===== src/rtl/mnemonic_decoder.sv =====
// Purpose: stream ASCII source bytes, compress letters to 5-bit codes, match whitespace-delimited RV32I mnemonics.
// Latency: delimiter accepted in cycle N -> mnem_valid_out in cycle N+2 (N+1 for a drained error token).
// Backpressure: char_ready_out drops in LOOKUP/EMIT; the EMIT token is held stable until mnem_ready_in.
module mnemonic_decoder #(
   parameter int MAX_LEN = 5
) (
   input  logic       clk_in,
   input  logic       rst_in,
   input  logic [7:0] char_in,
   input  logic       char_valid_in,
   output logic       char_ready_out,
   output logic       mnem_valid_out,
   input  logic       mnem_ready_in,
   output logic [6:0] opcode_out,
   output logic [2:0] funct3_out,
   output logic [6:0] funct7_out,
   output logic       error_out
);

   localparam int KW = MAX_LEN * 5;
   localparam int SW = MAX_LEN * 8;
   localparam int CW = $clog2(MAX_LEN + 1);

   localparam logic [2:0] IDLE   = 3'd0;
   localparam logic [2:0] ACCUM  = 3'd1;
   localparam logic [2:0] DRAIN  = 3'd2;
   localparam logic [2:0] LOOKUP = 3'd3;
   localparam logic [2:0] EMIT   = 3'd4;

   localparam logic [4:0] COMPRESSED__ = 5'h00;
   localparam logic [4:0] COMPRESSED_A = 5'h01;
   localparam logic [4:0] COMPRESSED_B = 5'h02;
   localparam logic [4:0] COMPRESSED_C = 5'h03;
   localparam logic [4:0] COMPRESSED_D = 5'h04;
   localparam logic [4:0] COMPRESSED_E = 5'h05;
   localparam logic [4:0] COMPRESSED_G = 5'h06;
   localparam logic [4:0] COMPRESSED_H = 5'h07;
   localparam logic [4:0] COMPRESSED_I = 5'h08;
   localparam logic [4:0] COMPRESSED_J = 5'h09;
   localparam logic [4:0] COMPRESSED_L = 5'h0A;
   localparam logic [4:0] COMPRESSED_N = 5'h0B;
   localparam logic [4:0] COMPRESSED_O = 5'h0C;
   localparam logic [4:0] COMPRESSED_P = 5'h0D;
   localparam logic [4:0] COMPRESSED_Q = 5'h0E;
   localparam logic [4:0] COMPRESSED_R = 5'h0F;
   localparam logic [4:0] COMPRESSED_S = 5'h10;
   localparam logic [4:0] COMPRESSED_T = 5'h11;
   localparam logic [4:0] COMPRESSED_U = 5'h12;
   localparam logic [4:0] COMPRESSED_W = 5'h13;
   localparam logic [4:0] COMPRESSED_X = 5'h14;

   localparam logic [6:0] OP_REG    = 7'b0110011;
   localparam logic [6:0] OP_IMM    = 7'b0010011;
   localparam logic [6:0] OP_LOAD   = 7'b0000011;
   localparam logic [6:0] OP_STORE  = 7'b0100011;
   localparam logic [6:0] OP_BRANCH = 7'b1100011;
   localparam logic [6:0] OP_JAL    = 7'b1101111;
   localparam logic [6:0] OP_JALR   = 7'b1100111;
   localparam logic [6:0] OP_LUI    = 7'b0110111;
   localparam logic [6:0] OP_AUIPC  = 7'b0010111;

   localparam logic [6:0] F7_ADD = 7'b0000000;
   localparam logic [6:0] F7_SUB = 7'b0100000;
   localparam logic [6:0] F7_SRA = 7'b0100000;
   localparam logic [6:0] F7_SRL = 7'b0000000;
   localparam logic [6:0] F7_IMM = 7'b1111111;

   // Case-folds letters; anything outside the 20-letter alphabet maps to COMPRESSED__ (invalid).
   function automatic logic [4:0] code_of(input logic [7:0] c);
      logic [7:0] u;
      u = (c >= 8'h61 && c <= 8'h7A) ? c - 8'h20 : c;
      case (u)
         "A": code_of = COMPRESSED_A;
         "B": code_of = COMPRESSED_B;
         "C": code_of = COMPRESSED_C;
         "D": code_of = COMPRESSED_D;
         "E": code_of = COMPRESSED_E;
         "G": code_of = COMPRESSED_G;
         "H": code_of = COMPRESSED_H;
         "I": code_of = COMPRESSED_I;
         "J": code_of = COMPRESSED_J;
         "L": code_of = COMPRESSED_L;
         "N": code_of = COMPRESSED_N;
         "O": code_of = COMPRESSED_O;
         "P": code_of = COMPRESSED_P;
         "Q": code_of = COMPRESSED_Q;
         "R": code_of = COMPRESSED_R;
         "S": code_of = COMPRESSED_S;
         "T": code_of = COMPRESSED_T;
         "U": code_of = COMPRESSED_U;
         "W": code_of = COMPRESSED_W;
         "X": code_of = COMPRESSED_X;
         default: code_of = COMPRESSED__;
      endcase
   endfunction

   function automatic logic is_delim(input logic [7:0] c);
      return (c == 8'h20) || (c == 8'h09) || (c == 8'h0A) || (c == 8'h0D) || (c == 8'h00);
   endfunction

   // Builds a table key from a right-justified ASCII literal: first letter lands in the top slot.
   function automatic logic [KW-1:0] key_of(input logic [SW-1:0] s);
      logic [KW-1:0] k;
      int n;
      k = '0;
      n = 0;
      for (int i = MAX_LEN - 1; i >= 0; i--) begin
         if (s[i*8 +: 8] != 8'h00) begin
            k[(MAX_LEN-1-n)*5 +: 5] = code_of(s[i*8 +: 8]);
            n++;
         end
      end
      return k;
   endfunction

   logic [2:0]    state;
   logic [KW-1:0] key;
   logic [CW-1:0] count;
   logic [4:0]    code;
   logic          delim;
   logic [KW-1:0] ins;
   logic [17:0]   lut;   // {hit, opcode, funct3, funct7}

   // Classify the incoming byte and position its code at the next free key slot.
   always_comb begin
      code  = code_of(char_in);
      delim = is_delim(char_in);
      ins   = KW'(code) << (KW - 5);
      ins   = ins >> (5 * int'(count));
   end

   // RV32I mnemonic table; a miss leaves hit clear and all fields zero.
   always_comb begin
      lut = '0;
      case (key)
         key_of(SW'("add")):   lut = {1'b1, OP_REG,    3'b000, F7_ADD};
         key_of(SW'("sub")):   lut = {1'b1, OP_REG,    3'b000, F7_SUB};
         key_of(SW'("sll")):   lut = {1'b1, OP_REG,    3'b001, F7_ADD};
         key_of(SW'("slt")):   lut = {1'b1, OP_REG,    3'b010, F7_ADD};
         key_of(SW'("sltu")):  lut = {1'b1, OP_REG,    3'b011, F7_ADD};
         key_of(SW'("xor")):   lut = {1'b1, OP_REG,    3'b100, F7_ADD};
         key_of(SW'("srl")):   lut = {1'b1, OP_REG,    3'b101, F7_ADD};
         key_of(SW'("sra")):   lut = {1'b1, OP_REG,    3'b101, F7_SRA};
         key_of(SW'("or")):    lut = {1'b1, OP_REG,    3'b110, F7_ADD};
         key_of(SW'("and")):   lut = {1'b1, OP_REG,    3'b111, F7_ADD};
         key_of(SW'("addi")):  lut = {1'b1, OP_IMM,    3'b000, F7_IMM};
         key_of(SW'("slti")):  lut = {1'b1, OP_IMM,    3'b010, F7_IMM};
         key_of(SW'("sltiu")): lut = {1'b1, OP_IMM,    3'b011, F7_IMM};
         key_of(SW'("xori")):  lut = {1'b1, OP_IMM,    3'b100, F7_IMM};
         key_of(SW'("ori")):   lut = {1'b1, OP_IMM,    3'b110, F7_IMM};
         key_of(SW'("andi")):  lut = {1'b1, OP_IMM,    3'b111, F7_IMM};
         key_of(SW'("slli")):  lut = {1'b1, OP_IMM,    3'b001, F7_SRL};
         key_of(SW'("srli")):  lut = {1'b1, OP_IMM,    3'b101, F7_SRL};
         key_of(SW'("srai")):  lut = {1'b1, OP_IMM,    3'b101, F7_SRA};
         key_of(SW'("lb")):    lut = {1'b1, OP_LOAD,   3'b000, F7_ADD};
         key_of(SW'("lh")):    lut = {1'b1, OP_LOAD,   3'b001, F7_ADD};
         key_of(SW'("lw")):    lut = {1'b1, OP_LOAD,   3'b010, F7_ADD};
         key_of(SW'("lbu")):   lut = {1'b1, OP_LOAD,   3'b100, F7_ADD};
         key_of(SW'("lhu")):   lut = {1'b1, OP_LOAD,   3'b101, F7_ADD};
         key_of(SW'("sb")):    lut = {1'b1, OP_STORE,  3'b000, F7_ADD};
         key_of(SW'("sh")):    lut = {1'b1, OP_STORE,  3'b001, F7_ADD};
         key_of(SW'("sw")):    lut = {1'b1, OP_STORE,  3'b010, F7_ADD};
         key_of(SW'("beq")):   lut = {1'b1, OP_BRANCH, 3'b000, F7_ADD};
         key_of(SW'("bne")):   lut = {1'b1, OP_BRANCH, 3'b001, F7_ADD};
         key_of(SW'("blt")):   lut = {1'b1, OP_BRANCH, 3'b100, F7_ADD};
         key_of(SW'("bge")):   lut = {1'b1, OP_BRANCH, 3'b101, F7_ADD};
         key_of(SW'("bltu")):  lut = {1'b1, OP_BRANCH, 3'b110, F7_ADD};
         key_of(SW'("bgeu")):  lut = {1'b1, OP_BRANCH, 3'b111, F7_ADD};
         key_of(SW'("jal")):   lut = {1'b1, OP_JAL,    3'b000, F7_ADD};
         key_of(SW'("jalr")):  lut = {1'b1, OP_JALR,   3'b000, F7_ADD};
         key_of(SW'("lui")):   lut = {1'b1, OP_LUI,    3'b000, F7_ADD};
         key_of(SW'("auipc")): lut = {1'b1, OP_AUIPC,  3'b000, F7_ADD};
         default:              lut = '0;
      endcase
   end

   // Token FSM: accumulate, drain bad tokens, look up, then hold the result until taken.
   always_ff @(posedge clk_in) begin
      if (rst_in) begin
         state      <= IDLE;
         key        <= '0;
         count      <= '0;
         opcode_out <= '0;
         funct3_out <= '0;
         funct7_out <= '0;
         error_out  <= 1'b0;
      end else begin
         case (state)
            IDLE: begin
               if (char_valid_in && !delim) begin
                  if (code != COMPRESSED__) begin
                     key   <= key | ins;
                     count <= count + 1'b1;
                     state <= ACCUM;
                  end else begin
                     state <= DRAIN;
                  end
               end
            end
            ACCUM: begin
               if (char_valid_in) begin
                  if (delim) begin
                     state <= LOOKUP;
                  end else if (code != COMPRESSED__ && count < CW'(MAX_LEN)) begin
                     key   <= key | ins;
                     count <= count + 1'b1;
                  end else begin
                     state <= DRAIN;
                  end
               end
            end
            DRAIN: begin
               if (char_valid_in && delim) begin
                  opcode_out <= '0;
                  funct3_out <= '0;
                  funct7_out <= '0;
                  error_out  <= 1'b1;
                  state      <= EMIT;
               end
            end
            LOOKUP: begin
               opcode_out <= lut[16:10];
               funct3_out <= lut[9:7];
               funct7_out <= lut[6:0];
               error_out  <= !lut[17];
               state      <= EMIT;
            end
            EMIT: begin
               if (mnem_ready_in) begin
                  key   <= '0;
                  count <= '0;
                  state <= IDLE;
               end
            end
            default: state <= IDLE;
         endcase
      end
   end

   // Handshake flags follow the state; both are forced low while reset is asserted.
   always_comb begin
      char_ready_out = !rst_in && (state == IDLE || state == ACCUM || state == DRAIN);
      mnem_valid_out = !rst_in && (state == EMIT);
   end

endmodule


===== config.mk =====
export PLATFORM = sky130hd
export DESIGN_NAME = mnemonic_decoder
export DESIGN_NICKNAME = d
export VERILOG_FILES = /design/src/rtl/mnemonic_decoder.sv
export SDC_FILE = /design/constraint.sdc
export NUM_CORES = 1
export LEC_CHECK = 0
export CAP_MARGIN = 0
export CORE_MARGIN = 1
export CORE_UTILIZATION = 30
export DETAILED_ROUTE_END_ITERATION = 12
export HOLD_SLACK_MARGIN = 0.12
export SETUP_SLACK_MARGIN = 0.02
export SYNTH_ARGS = -nofsm -noshare
export SYNTH_HDL_FRONTEND = slang
export SYNTH_SLANG_ARGS = --single-unit

===== constraint.sdc =====
create_clock -name clk_in -period 7.25 [get_ports clk_in]
set_input_delay 1.45 -clock clk_in [delete_from_list [all_inputs] [get_ports clk_in]]
set_output_delay 1.45 -clock clk_in [all_outputs]
set_load 0.02 [all_outputs]

==> flow_summary.json <==
{
  "status": "finished clean",
  "switching_power_mw": 0.142,
  "max_freq_mhz": 230,
  "critPathArrivalTime_ps": 2890,
  "diodes": 0,
  "cp_data_required_time_ps": 5800,
  "max-clock-path-buffers": 2,
  "grt.total_usage_pct": 17.4,
  "busiest_layer": "met2",
  "setup_violations": 0,
  "grt_max_degree": 23,
  "finalPower_mw": 0.571,
  "worstMarginPinSlew_ps": 933,
  "slew_headroom_pct": 36.2,
  "setup.worst_path.start": "rst_in",
  "combPwrFrac_pct": 13.7,
  "maxSlewViolCount": 0,
  "use_met3_pct": 2.41,
  "synth_edf_count": 0,
  "r2r-start": "key[13]$_SDFFE_PP0P_",
  "holdCritPathClass": "flip-flop to flip-flop",
  "cts.sink_count": 43,
  "yosysWarnings": 0,
  "first_pass_iters": 5,
  "design_area_um2": 4030,
  "drt_iter0_markers": 300,
  "antenna_left": 0,
  "use_met1_pct": 22.3,
  "skew_ps": 9.65,
  "final_common_cell": "nand2_1",
  "grt_pass1_vias": 3429,
  "finalCritPeriodShare_pct": 59.9,
  "switching_share_pct": 24.8,
  "wl_per_cell_um": 17.1,
  "irDropWorstVdd_mv": 0.0894,
  "p_per_area_nw_per_um2": 142,
  "fp-row-count": 39,
  "routed_via_density": 6.03,
  "synth.avg_cell_area_um2": 7.30,
  "cts_root_buffer": "clkbuf_16",
  "synthArstFlopShare_pct": 0,
  "tritoncts": "yes",
  "post_dp_cell_area_um2": 3870,
  "worstHoldStart": "funct3_out[1]$_SDFFE_PP0P_",
  "cts_made_buffers": 5,
  "clock_power_share_pct": 43.1,
  "grt_overflow": 0,
  "cellLeakagePower_nw": 1.33,
  "routed_wirelength_um": 10700,
  "clk_latency_ps": 280,
  "rsz0062_at_grt": "no",
  "num_vias": 3789,
  "port_buffers": 31,
  "drive_gt1_share_pct": 5.77,
  "route.detailed.drc": 0,
  "gp_congestion": 0.966,
  "finalHoldViolations": 0,
  "cp-end-kind": "output pin",
  "final_core_util_pct": 35.2,
  "dp_hpwl_um": 8220,
  "synth_ff_type": "dfxtp_1",
  "final_cell_mix": "nand2_1 (46), dfxtp_1 (43), nor2_1 (40)",
  "grt_pass1_wl_um": 17500,
  "cts_htree_levels": 2,
  "core_area_um2": 11500,
  "finalWorstPathRequiredPeriod_ps": 4340,
  "cts_resized": 0,
  "synth-seq-cells": 43,
  "path_max_fanout": 11,
  "drv_cap": 0,
  "synth_cell_types": 72,
  "p_int_mw": 0.429,
  "ff2ff_path_depth": 7,
  "antenna_found_initial": 0,
  "die_h_um": 111,
  "crit_type": "input pin to output pin",
  "synth-seq-area-share_pct": 24.2,
  "final_nets": 503,
  "die_w_um": 111,
  "postCtsSetupBuffers": 0,
  "ios": 32,
  "syn2layout_area_growth_pct": 13.4,
  "grt_util_met2_pct": 28.7,
  "hold_buffers": 0,
  "hold_path_depth": 2,
  "whs_ps": 440,
  "clk_pin_slew_ps": 60,
  "start_kind": "input pin",
  "die_area_um2": 12300,
  "syn_inst": 487,
  "initial_core_util_pct": 31.0,
  "seqPwrFrac_pct": 43.1,
  "netlist_area_um2": 3560,
  "synthesis.nets": 505,
  "fin_setup_tns_ps": 0
}
==> metal layers <==
metal / vias to the layer above / wire (µm)
li1: 1844 / -
met1: 1781 / 4840
met2: 136 / 5040
met3: 28 / 478
met4: 0 / 352
met5: - / 0
==> worst max-delay path: stages <==
cell             delay [ps]
clkdlybuf4s50_1         570
a211oi_1                240
clkdlybuf4s50_1         640
==> Yosys cell counts, types with 5 or more instances <==
cell type	n	area [µm²]
nor4_1	11	68.8
nor4b_1	6	52.6
clkbuf_1	31	116
nor3_1	20	100
nand2b_1	9	56.3
mux2i_1	5	50.1
nor2_1	40	150
nand4b_1	5	43.8
o211ai_1	5	37.5
nand2_1	46	173
nand4_1	9	56.3
a22o_1	6	52.6
inv_1	9	33.8
a22oi_1	7	52.6
xor2_1	6	52.6
or3_1	9	56.3
nand3_1	17	85.1
ha_1	6	75.1
o22ai_1	5	31.3
nor2b_1	10	62.6
a21oi_1	33	165
nor3b_1	6	45.0
dfxtp_1	43	861
o21ai_0	32	160
buf_4	6	45.0
or2_2	7	43.8
and3_1	5	31.3
nor4bb_1	6	60.1
==> worst paths after layout <==
path | endpoint | slack, ps
worst max-delay path | char_ready_out | 2910
worst min-delay path | funct3_out[1]$_SDFFE_PP0P_ | 440
worst max register to register | opcode_out[1]$_SDFFE_PP0P_ | 4270
worst min register to register | funct3_out[1]$_SDFFE_PP0P_ | 440
==> state kept, by name (all words and copies together), names as in the netlist <==
signal / cells
count: 3
error_out: 1
funct3_out: 3
funct7_out: 2
key: 25
opcode_out: 6
state: 3
==> logic make-up after synthesis <==
| family | after synthesis | share of synthesized area, % |
|---|---|---|
| xor+xnor | 8 | 1.97 |
| buf+inv | 50 | 6.01 |
| flops | 43 | 24.2 |
| fa+ha+maj | 6 | 2.11 |
| simple gates | 231 | 36.6 |
| mux | 7 | 2.04 |
| compound gates | 142 | 27.1 |
==> area by class of cell <==
type | count | area, µm²
flip-flops and latches | 43 | 861
repair buffers | 32 | 318
well taps | 143 | 179
multi-input cells | 394 | 2480
inverters | 9 | 33.8
clock buffers | 6 | 129
fillers | 1178 | 7430
clock inverters | 1 | 30.0
==> power by group through the flow <==
stage | clock network (mW) | registers (mW) | logic (mW)
floorplan | 0 | 0.246 | 0.0618
global placement | 0 | 0.251 | 0.0761
detailed placement | 0 | 0.251 | 0.0775
CTS | 0.252 | 0.246 | 0.0778
global route | 0.263 | 0.247 | 0.0868
finish | 0.246 | 0.246 | 0.0785
==> stage by stage <==
stage               std cells  setup slack, ps
floorplan                 487             3640
global route              628             2820
detailed placement        621             2810
CTS                       628             2900
global placement          621             2920
finish                    628             2910
No activity file was read; power rests on OpenSTA's default activity.
